## config.mk

```make
export PLATFORM = sky130hd
export DESIGN_NAME = dzmcu_mem_ctrl
export DESIGN_NICKNAME = d
export VERILOG_FILES = /design/src/rtl/dzmcu_mem_ctrl.sv
export SDC_FILE = /design/constraint.sdc
export NUM_CORES = 1
export LEC_CHECK = 0
export CELL_PAD_IN_SITES_DETAIL_PLACEMENT = 0
export CELL_PAD_IN_SITES_GLOBAL_PLACEMENT = 1
export CORE_MARGIN = 2
export CORE_UTILIZATION = 58
export CTS_CLUSTER_DIAMETER = 60
export DETAILED_ROUTE_END_ITERATION = 10
export PLACE_DENSITY_LB_ADDON = 0.1
export SLEW_MARGIN = 20
export SYNTH_ARGS = -nofsm -noshare
export SYNTH_HDL_FRONTEND = slang
export SYNTH_SLANG_ARGS = --single-unit
```

## constraint.sdc

```tcl
create_clock -name iClock -period 7.84 [get_ports iClock]
set_input_delay 2.352 -clock iClock [delete_from_list [all_inputs] [get_ports iClock]]
set_output_delay 2.352 -clock iClock [all_outputs]
set_load 0.01 [all_outputs]
```

## src/rtl/dzmcu_mem_ctrl.sv

```systemverilog
// dzmcu memory control unit: GB address decode, 1-cycle read return,
// boot ROM overlay latch and OAM DMA engine.
module dzmcu_mem_ctrl #(
  parameter int          DMA_LENGTH     = 160,
  parameter int          BOOT_SIZE      = 256,
  parameter logic [7:0]  UNMAPPED_VALUE = 8'hFF
) (
  input  logic        iClock,
  input  logic        iReset,
  input  logic [15:0] iCpuAddr,
  input  logic [7:0]  iCpuData,
  input  logic        iCpuWe,
  input  logic        iCpuReadRequest,
  output logic [7:0]  oCpuData,
  output logic [7:0]  oBootAddr,
  input  logic [7:0]  iBootData,
  output logic [15:0] oMemAddr,
  output logic [7:0]  oMemData,
  output logic        oMemWe,
  input  logic [7:0]  iMemData,
  output logic [7:0]  oIoAddr,
  output logic [7:0]  oIoData,
  output logic        oIoWe,
  input  logic [7:0]  iIoData,
  output logic        oBootEnable,
  output logic        oDmaBusy
);

  typedef enum logic [2:0] {
    R_NONE, R_BOOT, R_EXT, R_HRAM, R_IO, R_UNMAP
  } region_t;

  typedef enum logic [1:0] {
    DMA_IDLE, DMA_READ, DMA_WRITE
  } dma_t;

  localparam logic [16:0] BOOT_END = 17'(BOOT_SIZE);
  localparam logic [7:0]  DMA_LAST = 8'(DMA_LENGTH - 1);

  region_t     region;
  region_t     rd_region;
  logic [15:0] ext_addr;
  logic        rd_pending;
  logic [7:0]  hold;
  logic [7:0]  hram_q;
  logic [7:0]  hram [0:126];

  dma_t        dma_state;
  logic [7:0]  dma_cnt;
  logic [15:0] dma_base;
  logic [15:0] src_raw;
  logic [15:0] src_addr;
  logic        ext_write;
  logic        dma_wr;
  logic        rd_take;

  always_comb begin
    region   = R_UNMAP;
    ext_addr = iCpuAddr;
    if (oBootEnable && ({1'b0, iCpuAddr} < BOOT_END))
      region = R_BOOT;
    else if (iCpuAddr < 16'hE000)
      region = R_EXT;
    else if (iCpuAddr < 16'hFE00) begin
      region   = R_EXT;
      ext_addr = iCpuAddr - 16'h2000;
    end else if (iCpuAddr < 16'hFEA0)
      region = R_EXT;
    else if (iCpuAddr < 16'hFF00)
      region = R_UNMAP;
    else if (iCpuAddr < 16'hFF80 || iCpuAddr == 16'hFFFF)
      region = R_IO;
    else
      region = R_HRAM;
  end

  // DMA source follows the same echo folding as CPU accesses
  assign src_raw  = dma_base + {8'h00, dma_cnt};
  assign src_addr = (src_raw >= 16'hE000) ? src_raw - 16'h2000 : src_raw;

  assign dma_wr    = (dma_state == DMA_WRITE);
  assign ext_write = iCpuWe && (region == R_EXT) && !oDmaBusy;
  assign rd_take   = iCpuReadRequest && !iCpuWe;

  always_comb begin
    oMemAddr = ext_addr;
    if (dma_state == DMA_READ)
      oMemAddr = src_addr;
    else if (dma_wr)
      oMemAddr = 16'hFE00 + {8'h00, dma_cnt};
  end

  assign oMemData  = dma_wr ? iMemData : iCpuData;
  assign oMemWe    = !iReset && (dma_wr || ext_write);
  assign oBootAddr = iCpuAddr[7:0];
  assign oIoAddr   = iCpuAddr[7:0];
  assign oIoData   = iCpuData;
  assign oIoWe     = !iReset && iCpuWe && (region == R_IO);

  always_comb begin
    oCpuData = hold;
    if (rd_pending) begin
      case (rd_region)
        R_BOOT:  oCpuData = iBootData;
        R_EXT:   oCpuData = iMemData;
        R_HRAM:  oCpuData = hram_q;
        R_IO:    oCpuData = iIoData;
        default: oCpuData = UNMAPPED_VALUE;
      endcase
    end
  end

  always_ff @(posedge iClock) begin
    if (iCpuWe && region == R_HRAM)
      hram[iCpuAddr[6:0]] <= iCpuData;
    if (rd_take && region == R_HRAM)
      hram_q <= hram[iCpuAddr[6:0]];
  end

  always_ff @(posedge iClock) begin
    if (iReset) begin
      rd_pending <= 1'b0;
      rd_region  <= R_NONE;
      hold       <= 8'h00;
    end else begin
      hold       <= oCpuData;
      rd_pending <= rd_take;
      if (rd_take) begin
        if (oDmaBusy && region != R_HRAM && region != R_IO)
          rd_region <= R_UNMAP;
        else
          rd_region <= region;
      end
    end
  end

  always_ff @(posedge iClock) begin
    if (iReset)
      oBootEnable <= 1'b1;
    else if (iCpuWe && iCpuAddr == 16'hFF50 && iCpuData != 8'h00)
      oBootEnable <= 1'b0;
  end

  always_ff @(posedge iClock) begin
    if (iReset) begin
      dma_state <= DMA_IDLE;
      dma_cnt   <= 8'h00;
      dma_base  <= 16'h0000;
      oDmaBusy  <= 1'b0;
    end else if (iCpuWe && iCpuAddr == 16'hFF46) begin
      dma_base  <= {iCpuData, 8'h00};
      dma_cnt   <= 8'h00;
      oDmaBusy  <= 1'b1;
      dma_state <= DMA_READ;
    end else begin
      case (dma_state)
        DMA_READ: dma_state <= DMA_WRITE;
        DMA_WRITE: begin
          dma_cnt <= dma_cnt + 8'h01;
          if (dma_cnt == DMA_LAST) begin
            dma_state <= DMA_IDLE;
            oDmaBusy  <= 1'b0;
          end else begin
            dma_state <= DMA_READ;
          end
        end
        default: dma_state <= DMA_IDLE;
      endcase
    end
  end

endmodule

```

-- Word level (Yosys, flattened, before mapping)
Memory sizes are Yosys's and may differ from the RTL's. A register that Yosys moved wholly into a read port is not among the register bits.
Index checks and enable logic that the tools add are counted.
- mux-type cells: 24
- reductions and logical operators: 24
- add/sub/neg operators: 5
- $lt $le $gt $ge: 7
- eq/ne operators: 15
- operators with widths (kind ; number):
    $mux 16 ; 6
    $lt 16x16->1 const B ; 5
    $eq 16x16->1 const B ; 3
    $pmux 8 s4 ; 1
    $sub 16x14->16 const B ; 2
    $mux 3 ; 7
    $add 16x8->16 ; 1
    $ge 16x16->1 const B ; 1
    $lt 16x9->1 const B ; 1
    $mux 8 ; 2
    $logic_and 1x1->1 ; 14
    $eq 3x2->1 const B ; 4
    $add 10x9->11 const A ; 1
    $add 8x1->8 const B ; 1
    $eq 8x8->1 const B ; 1
    $reduce_bool 8->1 ; 1
    $mux 1 ; 7
    $eq 3x3->1 const B ; 2
    $pmux 2 s2 ; 1
    $reduce_bool 2->1 ; 2
    $eq 3x1->1 const B ; 1
    $logic_not 1->1 ; 3
    $ne 3x2->1 const B ; 1
    $ne 3x3->1 const B ; 1
    5 further kinds ; 6
- memories kept: 1
- output and inout port bits: 60
- RAM bits: 1016
- flip-flop bits (word level): 32
- word-level logic and storage cells: 85
- input port bits: 52
- memory list (memory ; depth ; bits a word ; read ports ; clocked after memory_dff ; wr ports ; RTL line ; text):
    hram ; 127 ; 8 ; 1 ; 1 ; 1 ; 46 ; logic [7:0] hram [0:126];

-- Depth between registers and ports, before layout
- depth in word-level cells: 13
- mapped depth: 11
- mapped depth without buffers: 7

-- Least setup slack after synthesis
OpenSTA, ideal clock, no wires.
- path kind: input -> output
- start point: in iCpuAddr[2]
- end point: out oMemAddr[2]
- data arrival time: 3.679 ns
- required time: 5.488 ns
- slack: 1.809 ns
- stages on the path: 7
- buffers on the path: 6
- path through: buf_2 -> buf_6 -> buf_2 -> buf_2 -> buf_2 -> buf_2 -> mux2_2
- longest elaborated chain between the ends: 6
- elaborated cells between the ends (all ways): 10
- those cells by class: add/sub: 1; order compare: 3; mux: 5; reduce/logical: 1
- ends and longest elaborated chain (item ; RTL line ; text):
    start: declaration ; 10 ; input logic [15:0] iCpuAddr,
    $sub 16x14->16 or $lt 16x16->1 (tied branches) ; 66, 64 ;
    $mux 16 ; 64 ; else if (iCpuAddr < 16'hFE00) begin
    $mux 16 ; 62 ; else if (iCpuAddr < 16'hE000)
    $mux 16 * ; 60 ; if (oBootEnable && ({1'b0, iCpuAddr} < BOOT_END))
    $mux 16 * ; 89 ; else if (dma_wr)
    $mux 16 * ; 87 ; if (dma_state == DMA_READ)
    end: declaration ; 17 ; output logic [15:0] oMemAddr,
Every way passes the cells marked *; elsewhere a longest branch is shown, timed or not.

-- Final worst setup path
- start point: in iCpuAddr[6]
- end point: out oMemWe
- longest elaborated chain between the ends: 13
- elaborated cells between the ends (all ways): 20
- those cells by class: order compare: 6; eq/ne: 2; mux: 6; reduce/logical: 6
- ends and longest elaborated chain (item ; RTL line ; text):
    $lt 16x16->1 or $eq 16x16->1 (tied branches) ; 71 ; else if (iCpuAddr < 16'hFF80 || iCpuAddr == 16'hFFFF)
    $logic_or 1x1->1 ; 71 ;
    $mux 3 ; 71 ;
    $mux 3 ; 69 ; else if (iCpuAddr < 16'hFF00)
    $mux 3 ; 67 ; end else if (iCpuAddr < 16'hFEA0)
    $mux 3 ; 64 ;
    $mux 3 ; 62 ;
    $mux 3 * ; 60 ;
    $eq 3x2->1 * ; 82 ; assign ext_write = iCpuWe && (region == R_EXT) && !oDmaBusy;
    $logic_and 1x1->1 * (2 in a row) ; 82 ;
    $logic_or 1x1->1 * ; 94 ; assign oMemWe = !iReset && (dma_wr || ext_write);
    $logic_and 1x1->1 * ; 94 ;
    end: declaration ; 19 ; output logic oMemWe,
Marked as above.

==> results.json <==
{
  "nets": 2592,
  "syn-num-nets": 2462,
  "initial_core_util_pct": 58.3,
  "antenna_found_initial": 1,
  "yosysMostFrequentCell": "edfxtp_1",
  "cts_max_level": 3,
  "cp-end-kind": "output pin",
  "port_buffers": 111,
  "power_density_nw_per_um2": 246,
  "arrival_ns": 4.63,
  "finalHoldViolations": 0,
  "synth_simple_gate_area_share_pct": 4.78,
  "setup_ws_ns": 0.861,
  "grt_pass1_vias": 23307,
  "wl_um": 115000,
  "synthAdderAreaFrac_pct": 0.177,
  "synth_common_cells": "edfxtp_1 (1024), nor2_1 (225), mux4_2 (153)",
  "die_h_um": 274,
  "synthXorXnorAreaFrac_pct": 0.145,
  "postSynthCellCount": 2404,
  "viasPerCell": 6.67,
  "worstMarginPinSlew_ns": 1.05,
  "slew_headroom_pct": 29.7,
  "path_clk_slew_ns": 0.06,
  "routabilityCongestion": 0.913,
  "yosys_warnings": 0,
  "ys_ff_latch": 1056,
  "syn_area_per_cell_um2": 17.6,
  "ys_seq_area_share_pct": 74.0,
  "grt_max_degree": 122,
  "max_stage_delay_ns": 0.55,
  "grt_setup_unrepaired": "no",
  "ff_latch_area_um2": 31400,
  "synthToLayoutAreaGrowth_pct": 12.5,
  "ant_nets": 0,
  "vias": 23864,
  "synth_edf_count": 1024,
  "ios": 112,
  "core_area_um2": 72700,
  "fin_crit_sh_pct": 89.0,
  "yosys.area.top_type": "edfxtp_1",
  "clockBufferDepth": 3,
  "ctsHoldBuffers": 0,
  "yosys.area.top_type_share_pct": 72.5,
  "crit_type": "in2out",
  "critical_path.cell_chain": "clkdlybuf4s50_1 -> o21ai_0 -> a211oi_1 -> nor2_1 -> a31oi_1 -> nor2_1 -> clkdlybuf4s50_1",
  "slowest_stage": "clkdlybuf4s50_1",
  "rows": 99,
  "async_reset_ff_share_pct": 0,
  "die_x_um": 274,
  "first_iter_violations": 3363,
  "worstSetupStartpointType": "primary input",
  "dp_slack_ns": 0.817,
  "drt_pre_antenna_iters": 5,
  "synth_ff_type": "edfxtp_1",
  "drv_slew": 0,
  "skew_ns": 0.0157,
  "status": "complete, no violations",
  "root_buffer": "clkbuf_16",
  "numCtsBuffers": 106,
  "wl_per_cell_um": 32.3,
  "crit_required_ns": 5.49,
  "synth.area.top_cells": "edfxtp_1 (72%), mux4_2 (8.1%), mux2i_1 (2.2%)",
  "clock-sinks": 1056,
  "multi_input_area_um2": 10000,
  "cp_max_fo": 5,
  "synth.distinct_cells": 76,
  "grt_first_pass_wirelength_um": 167000,
  "drive_gt1_share_pct": 17.8,
  "drc": 0,
  "syn_area_um2": 42400,
  "diodes": 0,
  "hold_class": "reg2reg",
  "maxCapViolCount": 0,
  "period_minus_slack_ns": 6.98,
  "synth_top_family_by_area": "multiplexers",
  "grt_overflow": 0,
  "cts_tree": "built",
  "tns_ns": 0,
  "finalSetupViolCount": 0,
  "clkLatencyLatePin_ns": 0.68,
  "die_area_um2": 75300,
  "synth_compound_area_share_pct": 5.96,
  "cts_resized": 0,
  "hpwl_um": 70400,
  "ir_drop_mv": 0.245,
  "leakage_nw": 15.2,
  "synthMuxAreaShare_pct": 12.5,
  "cts_setup_buffers": 0,
  "n_fill_cell": 4960,
  "max_freq_mhz": 143,
  "track_usage_pct": 31.2
}
-- per-stage QoR --
step / area (um2) / std cells / util [%] / power (W) / hold slack (ns)
4_1_cts: 47700 / 3577 / 65.7 / 0.0118 / 0.503
2_1_floorplan: 42400 / 2404 / - / 0.00666 / 0.460
3_5_place_dp: 44400 / 3385 / 61.1 / 0.00699 / 0.488
5_1_grt: 47700 / 3577 / 65.7 / 0.0120 / 0.527
3_3_place_gp: 44400 / 3385 / 61.1 / 0.00698 / 0.480
6_report: 47700 / 3577 / 65.7 / 0.0117 / 0.503
-- cell usage in the layout (no fill, tap or decap), types with 8 or more instances in the layout --
master and count:
dfxtp_1 32, nand2_1 135, clkbuf_1 25, a221oi_1 46, bufinv_16 8, a31oi_1 14
clkinv_2 18, a221o_1 13, mux2_1 22, clkbuf_16 106, clkinv_1 25, mux2_2 58
buf_4 91, a211oi_1 16, nor2b_1 18, edfxtp_1 1024, clkdlybuf4s50_1 98, o21ai_1 10
a22o_1 17, inv_1 12, nand4_1 11, o221ai_1 16, a21oi_1 45, mux4_2 153
o21ai_0 39, o2bb2ai_1 10, o22ai_1 14, mux2i_1 94, a32oi_1 8, and3_1 14
nand3_1 23, a22oi_1 50, nor2_1 224
-- final cells by class --
type,count,share of cell area [%]
clock buffer,131,5.75
multi-input combinational,1156,20.9
clock inverter,61,1.15
tap,959,2.51
timing repair buffer,198,3.77
sequential,1056,65.8
inverter,16,0.126
-- per-layer routing --
| layer | routed length, um | vias up | global-route usage [%] |
|---|---|---|---|
| met5 | 0 | - | 0 |
| met4 | 4310 | 0 | 10.7 |
| met3 | 12100 | 239 | 6.78 |
| met2 | 52900 | 1365 | 47.0 |
| met1 | 46200 | 12349 | 45.9 |
| li1 | - | 9911 | - |
-- power breakdown --
part           leakage (nW)  internal, W  switching, W
Combinational          4.15     0.000237      0.000451
Sequential             9.46      0.00619    0.00000351
Clock                  1.61      0.00275       0.00210
Total                  15.2      0.00917       0.00255
-- flip-flops by register name (all words and copies together), names as in the netlist --
signal / cells
hram: 1016
oDmaBusy: 1
hram_q: 8
dma_cnt: 8
dma_state: 2
hold: 8
rd_pending: 1
oBootEnable: 1
dma_base: 8
rd_region: 3
-- critical path: cells and delay by family --
kind / cells / cell delay, ns
buf+inv: 2 / 1.07
simple gates: 2 / 0.38
compound gates: 3 / 0.82
-- cell families (layout without fill, tap and decap cells) --
group           count (synthesis)  after routing
compound gates                345            345
flops                        1056           1056
fa+ha+maj                       6              6
simple gates                  471            471
xor+xnor                        7              7
buf+inv                       192            406
mux                           327            327
-- final timing paths --
| path | to | slack, ns | startpoint | cells after the start |
|---|---|---|---|---|
| worst min-delay path | dma_base[12] | 0.50 | dma_base[12] | 2 |
| worst max register to register | hram_q[2] | 4.96 | hram[76][2] | 5 |
| worst max-delay path | oMemWe | 0.86 | iCpuAddr[6] | 7 |
| worst min register to register | dma_base[12] | 0.50 | dma_base[12] | 2 |
No activity file was read; power rests on OpenSTA's default activity.
==> edit 1 (config.mk and constraints unchanged) <==
Take the reset off `hold` and load it in a clocked block of its own.
--- a/src/rtl/dzmcu_mem_ctrl.sv
+++ b/src/rtl/dzmcu_mem_ctrl.sv
@@ -121,9 +121,7 @@
     if (iReset) begin
       rd_pending <= 1'b0;
       rd_region  <= R_NONE;
-      hold       <= 8'h00;
     end else begin
-      hold       <= oCpuData;
       rd_pending <= rd_take;
       if (rd_take) begin
         if (oDmaBusy && region != R_HRAM && region != R_IO)
@@ -132,6 +130,10 @@
           rd_region <= region;
       end
     end
+  end
+
+  always_ff @(posedge iClock) begin
+    hold <= oCpuData;
   end
 
   always_ff @(posedge iClock) begin
Formal check against the unedited RTL: not equivalent (Yosys sat finds a counterexample within 4 cycles, from zero or initial values and one cycle with iReset high; the reset may be asserted at any time).
==> edit 1 against the unedited design <==
- sequential cell count unchanged
- final cell count decreased by 0.22%
- total power increased by 3.1%
- wire length increased by 0.49%
- combinational power increased by 3.1%
- count of clock-buffer cells in the layout decreased by 5
- utilization increased by 0.78 points
- setup slack got worse by 48 ps
- design area increased by 1.2%
- via count decreased by 0.17%
- area after synthesis increased by 0.11%
==> edit 1: results (changes against the unedited design) <==
The run finished with clean final reports. The clock tree skew after final layout came to 20.2 ps (+4.48 ps). The proportion of register bits with asynchronous set or reset after synthesis came to 0% (unchanged).

The depth of the most critical reg-to-reg path is 6 (+1). The H-tree depth is 3 (unchanged). By area the synthesized netlist is led by edfxtp_1, mux4_2, mux2i_1. The classification of the worst-slack hold path is flip-flop to flip-flop. The most critical setup path has its endpoint at oIoWe. The worst slew margin relative to its limit is 28.4% (-1.3 points). The pin count of the biggest net entering global routing was 109 (-11%). The wire length of the first global-routing pass came to 166 mm (-0.40%). The top flip-flop cell by instance count after synthesis is edfxtp_1. The startpoint identified for the worst register-to-register timing path is hram[101][2]. The leakage power came out at 15.5 nW (+2.1%). The aggregate global routing overflow was 0 (unchanged).

The total negative setup slack was 0 ps (unchanged). The number of distinct library cells after synthesis came out at 79 (+3.9%). The worst ir drop on vdd is 0.000284 V (+16%). The global-route total usage across every layer is 31.1% (-0.16 points).

The largest stage delay on the critical path came out at 630 ps (+80 ps). The capture point of the worst reg-to-reg path is hram_q[2]. The fraction of the yosys area taken by sequential cells is 73.9% (-0.081 points). The number of antenna violations at the first check in global routing is 4 (+3). The residual antenna-violating net count after detailed routing is 0 (unchanged). The estimated wirelength of the detail-placed design came to 72.4 mm (+2.9%). The number of flip-flops in the largest register was 1,016 (unchanged). The count of warnings emitted by yosys came out at 0 (unchanged).

The count of buffers inserted at the top-level ports is 111 (unchanged). The endpoint arrival time on the critical path was 4680 ps (+50 ps). The largest fanout on the critical path came to 3 (-2).

The post-CTS repair timing setup buffer count is 0 (unchanged). The via density per instance came to 6.68 (about the same). The post-cts sizing count came out at 0 (unchanged).

In the synthesized netlist, the cells that appear most often are edfxtp_1, nor2_1, mux4_2, mux2i_1, nand2_1. The final-stage net count came to 2,574 (-0.69%). The tree is rooted in a clkbuf_16.

The kind of cell with the highest combined delay along the critical path is buffers and inverters. Tracing the worst setup path back leads to its startpoint at iCpuAddr[5]. The first-pass iteration count of the detailed router came to 5 (unchanged).

The reg2reg setup slack is 4900 ps (-60 ps). The average wire length per cell after detail routing came out at 32.5 um (+0.72%). The clock-pin slew on the worst setup and hold paths is 60 ps (about the same). For this design, the slowest cell found on the critical path is clkdlybuf4s50_1. The source-to-sink clock delay at the later pin of the worst-skew pair came out at 690 ps.

The synthesized net count is 2,411 (-2.1%). The starting DRC count in detailed routing is 2,833 (-16%). The total CTS buffers came to 106 (unchanged). The number of synthesized flops with an enable pin is 1,024 (unchanged).

The number of global-route vias before repair came out at 23,500 (+0.77%). The placer congestion estimate is 0.903 (-1.1%). The maximum count of clock buffers along a single path is 3 (unchanged).

The share of final-layout standard cells stronger than drive strength 1 came out at 19.9% (+2.1 points).
==> edit 1: final cells by class <==
cell class                 instances  area [um2]
antenna                            3        7.51
multi-input combinational       1113       10100
fill                            4851       24400
tap                              959        1200
sequential                      1056       31400
clock inverter                    73         883
clock buffer                     126        2730
inverter                          18        70.1
timing repair buffer             221        1970
==> edit 1: cells by family after synthesis <==
kind of cell / after synthesis / synth area share, %
AND/OR/NAND/NOR: 412 / 4.23
adder cells (fa/ha/maj): 6 / 0.177
buffers and inverters: 184 / 2.47
multiplexers: 348 / 13.3
flip-flops: 1056 / 73.9
AO/OA/AOI/OAI: 340 / 5.78
XOR/XNOR: 7 / 0.144
==> edit 1: worst reg2reg max path, stage by stage, from the launching register on <==
cell      delay, ps
edfxtp_1        360
mux4_1          590
mux4_2          520
and4_1          270
a21oi_1         380
nand3_1         120
or3_1           410
==> edit 1: worst min path at each step <==
stage            startpoint  cells past startpoint            to  slack, ps
2_1_floorplan  dma_base[10]                      2  dma_base[10]        460
3_3_place_gp        hold[7]                      1       hold[7]        440
3_5_place_dp        hold[5]                      1       hold[5]        440
4_1_cts             hold[1]                      1       hold[1]        460
5_1_grt             hold[0]                      1       hold[0]        480
6_report            hold[5]                      1       hold[5]        460
==> edit 1: report_power, final <==
part           leakage (nW)  switching (mW)  internal, mW
registers              9.46         0.00501          6.19
logic                  4.32           0.459         0.251
clock network          1.75            2.18          3.01
==> edit 1: layer usage <==
metal	part of all wire [%]	vias to the layer above	wire, um	GRT usage, %
met3	10	236	11700	5.40
met2	47	1408	54500	48.2
met5	0.037	-	43	0
li1	-	9854	-	-
met4	3.8	6	4420	11.5
met1	39	12300	45300	45.1
==> edit 1: metrics by stage <==
stage	hold WS, ps	instances	cell area (um2)	power [mW]	setup WS (ps)
6_report	457	3569	48300	12.1	813
3_5_place_dp	444	3367	44700	7.02	817
2_1_floorplan	460	2353	42500	6.68	1720
4_1_cts	458	3566	48300	12.1	818
5_1_grt	480	3566	48300	12.4	726
3_3_place_gp	436	3366	44700	7.01	945
==> edit 2 (config.mk and constraints unchanged) <==
Without the edit above. `DMA_LENGTH`: 160 -> 120.
--- a/src/rtl/dzmcu_mem_ctrl.sv
+++ b/src/rtl/dzmcu_mem_ctrl.sv
@@ -1,7 +1,7 @@
 // dzmcu memory control unit: GB address decode, 1-cycle read return,
 // boot ROM overlay latch and OAM DMA engine.
 module dzmcu_mem_ctrl #(
-  parameter int          DMA_LENGTH     = 160,
+  parameter int          DMA_LENGTH     = 120,
   parameter int          BOOT_SIZE      = 256,
   parameter logic [7:0]  UNMAPPED_VALUE = 8'hFF
 ) (
Function: not settled (the Yosys comparison gave no result); the edit may change what the design does.
==> edit 2 against the unedited design <==
- utilization up 0.093 points
- sequential cell count unchanged
- total power up 1.1%
- wire length up 0.97%
- setup slack better by 310 ps
- count of clock-buffer cells in the layout down 8
- design area up 0.31%
- largest power group unchanged
- critical endpoint is now oMemAddr[15]
- area after synthesis up 0.35%
- largest cell class unchanged
==> edit 2: results (changes against the unedited design) <==
The number of flip-flops in the largest register is 1,016 (unchanged). The worst ir drop on vdd is 0.000221 V (-9.9%). The first-pass iteration count of the detailed router was 6 (+1). The number of antenna violations at the first check in global routing is 3 (+2). The sum of met3 wire segment lengths after detailed routing was 12.7 mm (+4.8%).

The run finished with clean final reports. On the critical path, the stage with the largest delay is an instance of clkdlybuf4s50_1. The root buffer cell chosen for the clock tree is clkbuf_16. The share of final-layout standard cells stronger than drive strength 1 came to 18.3% (+0.48 points).

The leakage power was 15.4 nW (+0.92%). The final-stage net count came out at 2,581 (-0.42%). The fill cell total of the finished layout is 4,962 (+0.040%). The average wire length per cell after detail routing is 32.7 um (+1.2%). The count of warnings emitted by yosys came out at 0 (unchanged). The number of distinct library cells after synthesis came out at 84 (+11%). The wire length of the first global-routing pass is 167 mm (+0.46%). The power spent charging and discharging nets is 2.58 mW (+1.1%).

The starting DRC count in detailed routing came out at 3,262 (-3.0%). The synthesized net count is 2,453 (-0.37%). The placer congestion estimate is 0.912 (-0.12%). The post-cts sizing count came out at 0 (unchanged). The H-tree depth is 3 (unchanged). The maximum count of clock buffers along a single path came out at 3 (unchanged). The via density per instance came out at 6.74 (+1.1%).

The largest fanout on the critical path is 5 (unchanged). The proportion of register bits with asynchronous set or reset after synthesis is 0% (unchanged). The total CTS buffers is 106 (unchanged). Yosys attributes the largest share of cell area to edfxtp_1, mux4_2, mux2i_1. The number of synthesized flops with an enable pin came to 1,024 (unchanged). The endpoint arrival time on the critical path is 4310 ps (-320 ps). The detailed router used layers up to and including met4. The worst slew margin relative to its limit is 26.8% (-2.9 points).

The number of global-route vias before repair came out at 23,600 (+1.1%). The met1 routed wirelength after detailed routing came out at 45.3 mm (-1.9%). The estimated wirelength of the detail-placed design is 71.4 mm (+1.5%).

The clock tree skew after final layout is 31.2 ps (+15.5 ps). The post-CTS repair timing setup buffer count came out at 0 (unchanged). The fraction of the yosys area taken by sequential cells came out at 73.7% (-0.26 points).

The global-route total usage across every layer is 31.3% (about the same). Counting instances in the post-synthesis netlist gives the leading cell types as edfxtp_1, nor2_1, mux4_2, nand2_1, mux2i_1. The pin count of the biggest net entering global routing was 101 (-17%). The sum of met2 wire segment lengths after detailed routing came out at 54.2 mm (+2.4%).
-- edit 2: per-layer routing --
| metal | up-vias | track usage [%] |
|---|---|---|
| li1 | 9918 | - |
| met2 | 1518 | 47.4 |
| met5 | - | 0 |
| met3 | 242 | 6.03 |
| met1 | 12400 | 45.6 |
| met4 | 0 | 12.0 |
-- edit 2: final timing paths --
path           startpoint           end  slack, ps  cells after the start
min reg2reg   dma_base[9]   dma_base[9]        490                      2
max          iCpuAddr[14]  oMemAddr[15]       1170                      6
min           dma_base[9]   dma_base[9]        490                      2
max reg2reg   hram[46][2]     hram_q[2]       4970                      6
-- edit 2: kinds of logic after synthesis --
group	after synthesis	share of synthesized area, %
buf+inv	194	2.79
fa+ha+maj	6	0.176
flops	1056	73.7
compound gates	356	6.30
mux	328	12.3
xor+xnor	7	0.144
simple gates	448	4.56
-- edit 2: tightest hold or removal path: stages (launching register included) --
cell	delay [ps]
dfxtp_1	320
mux2i_1	70
nor2_1	70
-- edit 2: per-stage QoR --
step	cell area, um2	instances	setup WS, ps	hold slack [ps]	power, mW
global placement	44500	3374	1220	479	6.98
finish	47900	3569	1170	494	11.9
detailed placement	44500	3374	1200	480	6.99
CTS	47900	3568	1190	497	11.9
floorplan	42600	2395	1880	460	6.67
global route	47900	3568	1050	532	12.1
-- edit 2: area by class of cell --
cell class	instances	area share (%)
Tap cell	959	2.51
Clock buffer	123	5.67
Inverter	19	0.152
Sequential cell	1056	65.6
Timing Repair Buffer	195	3.74
Multi-Input combinational cell	1145	20.9
Clock inverter	71	1.46
Antenna cell	1	0.00523
-- edit 2: power groups by stage --
stage | clock [mW] | sequential, mW | combinational [mW]
after CTS | 5.02 | 6.19 | 0.678
after global placement | 0 | 6.31 | 0.667
after detailed placement | 0 | 6.31 | 0.675
after floorplan | 0 | 6.31 | 0.358
final | 4.97 | 6.19 | 0.687
after global routing | 5.24 | 6.19 | 0.718
